## config.mk

```make
export PLATFORM = sky130hd
export DESIGN_NAME = data_memory_dumper
export DESIGN_NICKNAME = d
export VERILOG_FILES = /design/src/rtl/debug_pkg.sv /design/src/rtl/word_to_byte_serializer.sv /design/src/rtl/data_memory_dumper.sv
export SDC_FILE = /design/constraint.sdc
export NUM_CORES = 1
export LEC_CHECK = 0
export CAP_MARGIN = 30
export CORE_MARGIN = 2
export CORE_UTILIZATION = 49
export CTS_CLUSTER_DIAMETER = 80
export DETAILED_ROUTE_END_ITERATION = 10
export PLACE_DENSITY = 0.79
export SKIP_LAST_GASP = 1
export SLEW_MARGIN = 25
export SYNTH_ARGS = -nofsm -noshare
export SYNTH_HDL_FRONTEND = slang
export SYNTH_HIERARCHICAL = 1
export SYNTH_SLANG_ARGS = --single-unit
export TNS_END_PERCENT = 20
```

## constraint.sdc

```tcl
create_clock -name i_clock -period 1.9 [get_ports i_clock]
set_input_delay 0.38 -clock i_clock [delete_from_list [all_inputs] [get_ports i_clock]]
set_output_delay 0.38 -clock i_clock [all_outputs]
set_load 0.05 [all_outputs]
```

## src/rtl/debug_pkg.sv

```systemverilog
// Shared constants for the debug dump path: FSM encodings and byte-lane sizing.
package debug_pkg;

   localparam int DEFAULT_NB_DATA = 32;
   localparam int NB_BYTE         = 8;
   localparam int BYTES_PER_WORD  = DEFAULT_NB_DATA / NB_BYTE;
   localparam int NB_BYTE_CNT     = $clog2(BYTES_PER_WORD);

   localparam logic [1:0] ST_IDLE = 2'd0;
   localparam logic [1:0] ST_READ = 2'd1;
   localparam logic [1:0] ST_SEND = 2'd2;
   localparam logic [1:0] ST_DONE = 2'd3;

   // A one-byte word still needs a 1-bit counter to keep the ports legal.
   function automatic int byte_cnt_width(input int bytes_per_word);
      return (bytes_per_word > 1) ? $clog2(bytes_per_word) : 1;
   endfunction

endpackage

```

## src/rtl/word_to_byte_serializer.sv

```systemverilog
// Loads one memory word and emits it MSB byte first on a valid/ready stream.
module word_to_byte_serializer #(
   parameter int NB_DATA = 32,
   parameter int NB_BYTE = 8
) (
   input  logic               i_clock,
   input  logic               i_reset_n,
   input  logic               i_clear,
   input  logic               i_load,
   input  logic [NB_DATA-1:0] i_word,
   input  logic               i_tx_ready,
   output logic [NB_BYTE-1:0] o_tx_data,
   output logic               o_tx_valid,
   output logic               o_handshake,
   output logic               o_last_byte
);
   import debug_pkg::*;

   localparam int WORD_BYTES = NB_DATA / NB_BYTE;
   localparam int CNT_W      = byte_cnt_width(WORD_BYTES);
   localparam logic [CNT_W-1:0] LAST_IDX = CNT_W'(WORD_BYTES - 1);

   logic [NB_DATA-1:0] word_reg;
   logic [CNT_W-1:0]   byte_cnt;
   logic               sending;

   assign o_tx_valid  = sending;
   assign o_handshake = sending & i_tx_ready;
   assign o_last_byte = (byte_cnt == LAST_IDX);
   // The outgoing byte is always the top lane; the register shifts left on each accepted byte.
   assign o_tx_data   = sending ? word_reg[NB_DATA-1 -: NB_BYTE] : '0;

   always_ff @(posedge i_clock or negedge i_reset_n) begin
      if (!i_reset_n) begin
         word_reg <= '0;
         byte_cnt <= '0;
         sending  <= 1'b0;
      end else if (i_clear) begin
         byte_cnt <= '0;
         sending  <= 1'b0;
      end else if (i_load) begin
         word_reg <= i_word;
         byte_cnt <= '0;
         sending  <= 1'b1;
      end else if (o_handshake) begin
         if (o_last_byte) begin
            sending <= 1'b0;
         end else begin
            byte_cnt <= byte_cnt + CNT_W'(1);
            word_reg <= word_reg << NB_BYTE;
         end
      end
   end

endmodule

```

## src/rtl/data_memory_dumper.sv

```systemverilog
// Walks the whole data memory while the pipeline is halted and streams every word out byte by byte.
module data_memory_dumper #(
   parameter int NB_ADDR   = 5,
   parameter int NB_DATA   = 32,
   parameter int NB_BYTE   = 8,
   parameter int RAM_DEPTH = 2**NB_ADDR
) (
   input  logic               i_clock,
   input  logic               i_reset_n,
   input  logic               i_start,
   output logic               o_busy,
   output logic               o_done,
   output logic               o_mem_read_enable,
   output logic [NB_ADDR-1:0] o_mem_read_address,
   input  logic [NB_DATA-1:0] i_mem_data,
   output logic [NB_BYTE-1:0] o_tx_data,
   output logic               o_tx_valid,
   input  logic               i_tx_ready
);
   import debug_pkg::*;

   localparam logic [NB_ADDR-1:0] LAST_ADDR = NB_ADDR'(RAM_DEPTH - 1);

   logic [1:0]         state;
   logic [1:0]         state_next;
   logic [NB_ADDR-1:0] addr_cnt;
   logic               handshake;
   logic               last_byte;
   logic               word_sent;

   word_to_byte_serializer #(
      .NB_DATA (NB_DATA),
      .NB_BYTE (NB_BYTE)
   ) u_serializer (
      .i_clock     (i_clock),
      .i_reset_n   (i_reset_n),
      .i_clear     (state == ST_IDLE),
      .i_load      (state == ST_READ),
      .i_word      (i_mem_data),
      .i_tx_ready  (i_tx_ready),
      .o_tx_data   (o_tx_data),
      .o_tx_valid  (o_tx_valid),
      .o_handshake (handshake),
      .o_last_byte (last_byte)
   );

   assign word_sent = (state == ST_SEND) & handshake & last_byte;

   always_comb begin
      state_next = state;
      case (state)
         ST_IDLE: if (i_start) state_next = ST_READ;
         ST_READ: state_next = ST_SEND;
         ST_SEND: if (word_sent) state_next = (addr_cnt == LAST_ADDR) ? ST_DONE : ST_READ;
         ST_DONE: state_next = ST_IDLE;
         default: state_next = ST_IDLE;
      endcase
   end

   // Termination is the compare against LAST_ADDR, so the counter never wraps back to 0.
   always_ff @(posedge i_clock or negedge i_reset_n) begin
      if (!i_reset_n) begin
         state    <= ST_IDLE;
         addr_cnt <= '0;
      end else begin
         state <= state_next;
         if (state == ST_IDLE) begin
            addr_cnt <= '0;
         end else if (word_sent && (addr_cnt != LAST_ADDR)) begin
            addr_cnt <= addr_cnt + NB_ADDR'(1);
         end
      end
   end

   assign o_busy             = (state != ST_IDLE);
   assign o_done             = (state == ST_DONE);
   assign o_mem_read_enable  = (state == ST_READ);
   assign o_mem_read_address = addr_cnt;

endmodule

```

==> results of run 1 <==
## cells in the final DEF, fill, tap and decap left out, types with 2 or more instances in the layout
master           count
buf_12              13
ha_1                 3
a21oi_1              4
xor2_1               2
nor3_1               2
and2_1              10
dfrtp_1             42
nand2_1             10
mux2i_1              2
nand3b_1             8
buf_4               15
mux2_2              40
o21ai_0             18
nand3_1              2
clkdlybuf4s50_1     34
clkbuf_8             5
inv_1               11
## what timing repair did
action                     4_1_cts  5_1_grt
resized for setup                0        1
hold buffers                     0        0
setup endpoints to repair        0        1
## logic make-up (layout without fill, tap and decap cells)
kind of cell / after synthesis / in the layout / synth area share, %
fa+ha+maj: 3 / 3 / 1.75
xor+xnor: 2 / 2 / 0.815
simple gates: 44 / 44 / 13.0
mux: 43 / 43 / 22.4
compound gates: 26 / 26 / 7.04
buf+inv: 22 / 83 / 6.11
flops: 42 / 42 / 48.9
## routing by layer
metal,share of wire [%],GRT usage [%]
met3,5.6,4.04
met2,48,29.7
met5,0,0
met4,0.99,5.56
met1,46,25.4
## final cells by class
class,count,area [um^2]
Clock buffer,6,72.6
Clock inverter,2,13.8
Fill cell,345,1350
Inverter,11,41.3
Multi-Input combinational cell,118,970
Sequential cell,42,1050
Tap cell,52,65.1
Timing Repair Buffer,64,731
## synthesized netlist by cell type, drive strengths merged, types with 3 or more instances
master,instances
o21ai,18
mux2,41
dfrtp,42
inv,11
ha,3
nand2,10
and2,11
buf,9
nand3b,9
a21oi,5
## report_power, final
part / switching (mW) / leakage (nW) / internal, mW
clock network: 0.303 / 0.0452 / 0.259
logic: 0.916 / 0.751 / 1.07
registers: 0.177 / 0.534 / 1.25
## metrics by stage
step	hold WS (ns)	setup slack [ns]	std cells
2_1_floorplan	0.0844	0.0294	182
3_3_place_gp	0.341	0.0226	287
3_5_place_dp	0.351	-0.0185	287
4_1_cts	0.0211	0.0316	295
5_1_grt	0.0403	0.0824	295
6_report	0.0184	0.145	295
## worst reg2reg max path: stages, from the launching register on
cell and delay (ns):
dfrtp_1 0.40, ha_1 0.25, nand3b_4 0.19, a21oi_4 0.20, buf_12 0.18, mux2_2 0.35
## how the worst max path moves through the flow
stage                                  startpoint                   endpoint  slack (ns)
after detailed placement               i_tx_ready      o_mem_read_address[4]       -0.02
after CTS                   o_mem_read_address[4]      o_mem_read_address[4]        0.03
after global placement                 i_tx_ready  u_serializer/word_reg[27]        0.02
after floorplan           u_serializer/o_tx_valid      o_mem_read_address[4]        0.03
final                     u_serializer/o_tx_valid               o_tx_data[4]        0.15
after global routing                     state[1]          o_mem_read_enable        0.08
==> impl_metrics.csv, run 1 <==
group,metric,value,unit
clocking,cts_sinks,42,
placement,gp_congestion,0.806,
clocking,h-tree-depth,2,
critical_path,worstPathMaxFanout,7,
critical_path,cp-end-kind,"output port",
clocking,cts_setup_buffers,0,
floorplanning,rows,24,
worst_hold_path,hp-class,"in -> async",
critical_path,cp_slowest_cell,"dfrtp_1",
critical_path,path_buf_inv,2,
critical_path,r2r_end,"u_serializer/word_reg[24]",
grt,grt_max_degree,28,
grt,grt_pass1_vias,1534,
critical_path,worstSetupPathDepth,3,
placement,port_buffers,52,
clocking,cts_made_buffers,5,
yosys,synth-seq-cells,42,
critical_path,cp-start-kind,"flip-flop",
grt,gr-total-overflow,0,
power,vdd_ir_drop_max,0.764,mV
sta,fmax,570,MHz
sta,hold_viol,0,
floorplanning,ioPinCount,53,
power,power_leakage,1.33,nW
clocking,cts_tree,"built",
routing,drt_wl_total,4.24,mm
critical_path,rr_startpoint,"u_serializer/byte_cnt[0]",
layout,largest_reg_flops,32,
placement,dpl-instance-area,2860,um^2
routing,drc_errors,0,
floorplanning,die-area,4940,um^2
yosys,avgSynthCellArea,11.8,um^2
sta,max-slew-margin-rel,66.8,%
floorplanning,start_util,50.1,%
sta,drv_slew,0,
yosys,syn_area,2150,um^2
power,p_total,3.97,mW
sta,rsz0062_at_grt,"no",
power,p_per_area,1350,nW/um^2
critical_path,cp_slowest_stage_delay,0.52,ns
critical_path,worstPathCellList,"buf_4 > and2_1 > buf_12",
grt,antenna_found_initial,0,
routing,antenna_left,0,
clocking,clk_pin_slew,0.08,ns
status,status,"complete, no violations",
routing,wl_per_cell,14.4,um
yosys,ys_warn_count,6,
routing,routed_via_density,5.23,
routing,dr.pass1.iters,4,
critical_path,path_class,"reg -> out",
sta,min_period_over_period,92.4,%
yosys,yosysTopAreaCellShare,48.9,%
sta,max_slew.worst_pin.slew,0.497,ns
routing,via_count,1542,
layout,final_cell_area,2940,um^2
floorplanning,chipWidth,70.3,um
yosys,synth_area_leader_cell,"dfrtp_1",
job,drv_cap,0,
clocking,cts_root_buffer,"clkbuf_8",
yosys,synth_edf_count,0,
critical_path,rr_worst_depth,5,
yosys,yosys_most_used_dff,"dfrtp_1",
sta,fin_skew,0.00974,ns
grt,grt_pass1_wl,7.16,mm
layout,final_layout_size_suffix_gt1_share,33.3,%
floorplanning,die_h,70.3,um
layout,area_growth,36.9,%
layout,num_antenna_cells,0,
yosys,netlist_top_cells_area,"dfrtp_1 49%, mux2_2 21%, o21ai_0 4.2%, buf_6 3.1%, and2_1 2.9%",
yosys,async_flop_share,100,%
sta,finalSetupTns,0,ns
yosys,syn-num-nets,221,
clocking,clk_latency,0.29,ns
layout,utilization,68.6,%
routing,drtIter0Drc,81,
yosys,netlist_instances,182,
grt,grt.total_usage,18.6,%
yosys,synth_cell_types,33,
critical_path,regToRegSetupSlack,0.23,ns
sta,setup_viol,0,
placement,hpwl,3.09,mm
yosys,ys_seq_area_share,48.9,%
critical_path,critPathArrivalTime,1.37,ns
sta,fin_crit,1.75,ns
layout,nets,281,
critical_path,required,1.52,ns
clocking,clockBufferDepth,2,
critical_path,critical-path-top-delay-family,"flip-flops",
floorplanning,core,4290,um^2
(Power assumes the default switching activity.)
==> run 2, diff against run 1 <==
--- a/config.mk
+++ b/config.mk
@@ -7,10 +7,10 @@
 export LEC_CHECK = 0
 export CAP_MARGIN = 30
 export CORE_MARGIN = 2
-export CORE_UTILIZATION = 49
+export CORE_UTILIZATION = 53
 export CTS_CLUSTER_DIAMETER = 80
 export DETAILED_ROUTE_END_ITERATION = 10
-export PLACE_DENSITY = 0.79
+export PLACE_DENSITY = 0.85
 export SKIP_LAST_GASP = 1
 export SLEW_MARGIN = 25
 export SYNTH_ARGS = -nofsm -noshare
==> constraint.sdc (replaced) <==
create_clock -name i_clock -period 2.2 [get_ports i_clock]
set_input_delay 0.44 -clock i_clock [delete_from_list [all_inputs] [get_ports i_clock]]
set_output_delay 0.44 -clock i_clock [all_outputs]
set_load 0.05 [all_outputs]
==> impl_metrics.csv, run 2 (synthesis results as in run 1) <==
group,metric,value,unit
clocking,cts_sinks,42,
floorplanning,start_util,54.6,%
critical_path,cp-end-kind,"output port",
routing,via_count,1499,
floorplanning,die_h,67.7,um
critical_path,critPathArrivalTime,1.69,ns
grt,antenna_found_initial,0,
placement,post-place-cells,279,
placement,place_ws,0.128,ns
routing,drtIter0Drc,73,
critical_path,cp-start-kind,"flip-flop",
floorplanning,rows,23,
routing,wl_per_cell,13.7,um
placement,hpwl,2.80,mm
power,vdd_ir_drop_max,0.578,mV
clocking,cts_made_buffers,5,
sta,max_slew.worst_pin.slew,0.501,ns
grt,grt_pass1_vias,1453,
sta,fmax,469,MHz
routing,antenna_left,0,
floorplanning,die-area,4580,um^2
sta,drv_slew,0,
placement,port_buffers,52,
sta,setup_viol,0,
routing,routed_via_density,5.24,
clocking,cts_resized,0,
clocking,clk_pin_slew,0.07,ns
placement,dpl-instance-area,2810,um^2
routing,dr.pass1.iters,5,
sta,finalWorstSetupSlack,0.0668,ns
grt,grt_max_degree,43,
grt,gr-total-overflow,0,
sta,hold_viol,0,
grt,grt.total_usage,19.5,%
placement,gp_congestion,0.784,
sta,hold_slack,0.107,ns
sta,rsz0062_at_grt,"no",
clocking,clk_latency,0.29,ns
sta,min_period_over_period,97.0,%
job,drv_cap,0,
floorplanning,chipWidth,67.7,um
layout,final_layout_size_suffix_gt1_share,29.2,%
critical_path,path_class,"reg -> out",
floorplanning,ioPinCount,53,
clocking,h-tree-depth,2,
routing,drc_errors,0,
layout,area_growth,34.1,%
layout,final_common_cell,"dfrtp_1",
critical_path,worstPathMaxFanout,7,
layout,nets,275,
sta,finalSetupTns,0,ns
layout,mostFrequentLayoutCells,"42 x dfrtp_1, 40 x mux2_2, 40 x clkdlybuf4s50_1, 18 x o21ai_0, 12 x buf_12",
clocking,cts_hold_buf,0,
routing,drt_wl_total,3.93,mm
clocking,cts_setup_buffers,0,
sta,max-slew-margin-rel,66.5,%
grt,grt_pass1_wl,6.54,mm
floorplanning,core,3940,um^2
critical_path,required,1.76,ns
sta,fin_skew,0.00596,ns
layout,num_antenna_cells,0,
power,p_per_area,1150,nW/um^2
layout,largest_reg_flops,32,
power,power_leakage,1.27,nW
clocking,clockBufferDepth,2,
sta,fin_crit,2.13,ns
clocking,cts_root_buffer,"clkbuf_8",
clocking,cts_tree,"built",
layout,final_cell_area,2890,um^2
worst_hold_path,hp-class,"in -> async",
layout,stdcell_count,286,
status,status,"complete, no violations",
## run 2: cell types whose count changed in the layout (fill, tap and decap cells not counted)
| cell | previous run | this run |
|---|---|---|
| clkinv_2 | 1 | 2 |
| and2b_2 | 1 | 0 |
| buf_12 | 13 | 12 |
| buf_4 | 15 | 5 |
| clkinv_4 | 1 | 0 |
| clkdlybuf4s50_1 | 34 | 40 |
| and2b_1 | 0 | 1 |
| clkbuf_1 | 1 | 0 |
| dlymetal6s2s_1 | 1 | 0 |
## run 2: per-layer routing
layer / vias to the layer above / track usage (%) / part of all wire [%]
met1: 730 / 25.8 / 45
met5: - / 0 / 0
met4: 0 / 5.10 / 0.92
li1: 731 / - / -
met2: 35 / 31.1 / 50
met3: 3 / 6.00 / 4.7
## run 2: worst max-delay path: stages (launching register included)
cell             delay [ns]
dfrtp_1                0.45
and2_1                 0.15
clkdlybuf4s50_1        0.79
## run 2: cell type report
class                      count  area [um^2]
multi-input combinational    118          968
sequential                    42         1050
fill                         268         1060
clock inverter                 2         10.0
tap                           50         62.6
inverter                      11         41.3
timing repair buffer          58          683
clock buffer                   5         68.8
## run 2: final timing paths
path                                            from                         to  slack [ns]  depth (start not counted)
setup / recovery                            state[1]                     o_done        0.07                          2
hold / removal                             i_reset_n      o_mem_read_address[4]        0.11                          2
setup reg to reg                            state[1]  u_serializer/word_reg[13]        0.38                          5
hold reg to reg            u_serializer/word_reg[16]  u_serializer/word_reg[16]        0.49                          1
max in group asynchronous                  i_reset_n  u_serializer/word_reg[22]        1.90                          2
min in group i_clock       u_serializer/word_reg[16]  u_serializer/word_reg[16]        0.49                          1
## run 2: stage by stage
step	total power, mW	utilization, %
finish	3.31	73.2
global route	3.53	73.2
CTS	3.35	73.2
detailed placement	2.89	71.2
global placement	2.83	71.2
floorplan	2.38	-
## run 2: report_power, final
| group | internal (mW) | leakage, nW | switching (mW) |
|---|---|---|---|
| clock network | 0.213 | 0.0438 | 0.249 |
| logic | 0.863 | 0.689 | 0.753 |
| registers | 1.08 | 0.534 | 0.160 |
| total | 2.15 | 1.27 | 1.16 |
==> run 3, diff against run 2 <==
--- a/config.mk
+++ b/config.mk
@@ -6,7 +6,7 @@
 export NUM_CORES = 1
 export LEC_CHECK = 0
 export CAP_MARGIN = 30
-export CORE_MARGIN = 2
+export CORE_MARGIN = 10
 export CORE_UTILIZATION = 53
 export CTS_CLUSTER_DIAMETER = 80
 export DETAILED_ROUTE_END_ITERATION = 10
@@ -17,4 +17,4 @@
 export SYNTH_HDL_FRONTEND = slang
 export SYNTH_HIERARCHICAL = 1
 export SYNTH_SLANG_ARGS = --single-unit
-export TNS_END_PERCENT = 20
+export TNS_END_PERCENT = 5
==> impl_metrics.csv, run 3 (synthesis results as in run 1) <==
group,metric,value,unit
power,pwr-share-clk,13.9,%
layout,num_antenna_cells,0,
grt,grt.total_usage,13.7,%
placement,dpl-instance-area,2800,um^2
grt,grt_pass1_vias,1666,
sta,fin_skew,0.00492,ns
sta,finalSetupTns,0,ns
sta,max_slew.worst_pin.slew,0.622,ns
placement,place_ws,0.100,ns
power,p_per_area,1160,nW/um^2
power,intPower,2.16,mW
power,p_switching,1.19,mW
sta,drv_slew,0,
sta,fmax,477,MHz
clocking,cts_sinks,42,
clocking,cts_made_buffers,5,
grt,grt_pass1_wl,8.00,mm
clocking,h-tree-depth,2,
routing,drt_wl_total,4.80,mm
routing,drtIter0Drc,85,
sta,hold_slack,0.157,ns
routing,routed_via_density,5.36,
sta,fin_crit,2.10,ns
sta,setup_viol,0,
critical_path,cp-end-kind,"output port",
layout,utilization,72.5,%
layout,final_common_cell,"dfrtp_1",
placement,gp_congestion,0.725,
status,status,"complete, no violations",
layout,final_cell_area,2880,um^2
routing,antenna_left,0,
layout,largest_reg_flops,32,
critical_path,required,1.76,ns
grt,gr-total-overflow,0,
clocking,cts_hold_buf,0,
critical_path,worstPathMaxFanout,7,
floorplanning,die-area,7010,um^2
clocking,clk_pin_slew,0.07,ns
layout,n_fill_cell,277,
layout,nets,276,
sta,min_period_over_period,95.3,%
floorplanning,chipWidth,83.7,um
clocking,cts_setup_buffers,0,
floorplanning,rows,23,
layout,final_layout_size_suffix_gt1_share,28.7,%
placement,port_buffers,52,
floorplanning,core,3970,um^2
power,vdd_ir_drop_max,0.651,mV
worst_hold_path,hp-class,"in -> async",
floorplanning,die_h,83.7,um
clocking,clk_latency,0.29,ns
floorplanning,start_util,54.2,%
power,power_leakage,1.26,nW
power,sw_frac_of_total,35.5,%
sta,finalWorstSetupSlack,0.103,ns
power,seqPwrFrac,37.1,%
clocking,cts_tree,"built",
routing,wl_per_cell,16.7,um
sta,max-slew-margin-rel,58.5,%
clocking,cts_resized,0,
critical_path,critPathArrivalTime,1.66,ns
power,pwr-share-comb,49.0,%
layout,stdcell_count,287,
power,p_total,3.35,mW
clocking,clockBufferDepth,2,
layout,area_growth,33.8,%
routing,dr.pass1.iters,4,
floorplanning,ioPinCount,53,
placement,hpwl,3.57,mm
routing,drc_errors,0,
critical_path,path_class,"reg -> out",
grt,grt_max_degree,33,
critical_path,cp-start-kind,"flip-flop",
routing,via_count,1539,
sta,hold_viol,0,
job,drv_cap,0,
grt,antenna_found_initial,0,
placement,post-place-cells,280,
sta,rsz0062_at_grt,"no",
layout,mostFrequentLayoutCells,"42 x dfrtp_1, 40 x mux2_2, 40 x clkdlybuf4s50_1, 18 x o21ai_0",
clocking,cts_root_buffer,"clkbuf_8",
==> run 3: cell count changes in the layout (fill, tap and decap cells not counted), sizes merged <==
cell / change
clkbuf: +2
clkinv: -2
buf: +1
==> run 3: critical path, stage by stage, from the launching register on <==
cell,delay (ns)
dfrtp_1,0.42
and2_1,0.14
clkdlybuf4s50_1,0.79
==> run 3: power by group through the flow <==
stage | Combinational, mW | Clock, mW | Sequential (mW)
after floorplan | 1.15 | 0 | 1.22
after global placement | 1.59 | 0 | 1.24
after detailed placement | 1.64 | 0 | 1.26
after CTS | 1.66 | 0.476 | 1.25
after global routing | 1.76 | 0.505 | 1.28
final | 1.64 | 0.465 | 1.24
==> run 3: area by class of cell <==
type | instances | area [um^2] | area share [%]
Clock buffer | 7 | 76.3 | 2.65
Inverter | 11 | 41.3 | 1.43
Multi-Input combinational cell | 118 | 968 | 33.7
Sequential cell | 42 | 1050 | 36.5
Tap cell | 50 | 62.6 | 2.17
Timing Repair Buffer | 59 | 678 | 23.6
==> run 3: final timing paths <==
kind | startpoint | slack (ns) | to | cells past startpoint
min in group i_clock | u_serializer/word_reg[28] | 0.50 | u_serializer/word_reg[28] | 1
worst min-delay path | i_reset_n | 0.16 | u_serializer/word_reg[26] | 1
max in group asynchronous | i_reset_n | 1.48 | u_serializer/word_reg[6] | 2
worst max register to register | u_serializer/byte_cnt[0] | 0.43 | u_serializer/word_reg[26] | 5
worst max-delay path | state[1] | 0.10 | o_done | 2
worst min register to register | u_serializer/word_reg[28] | 0.50 | u_serializer/word_reg[28] | 1
==> run 3: routing by layer <==
metal | track usage [%] | wire length, um | part of all wire, %
met3 | 3.61 | 181 | 3.8
met5 | 0 | 0 | 0
met2 | 23.4 | 2440 | 51
met1 | 15.4 | 2060 | 43
met4 | 6.24 | 112 | 2.3
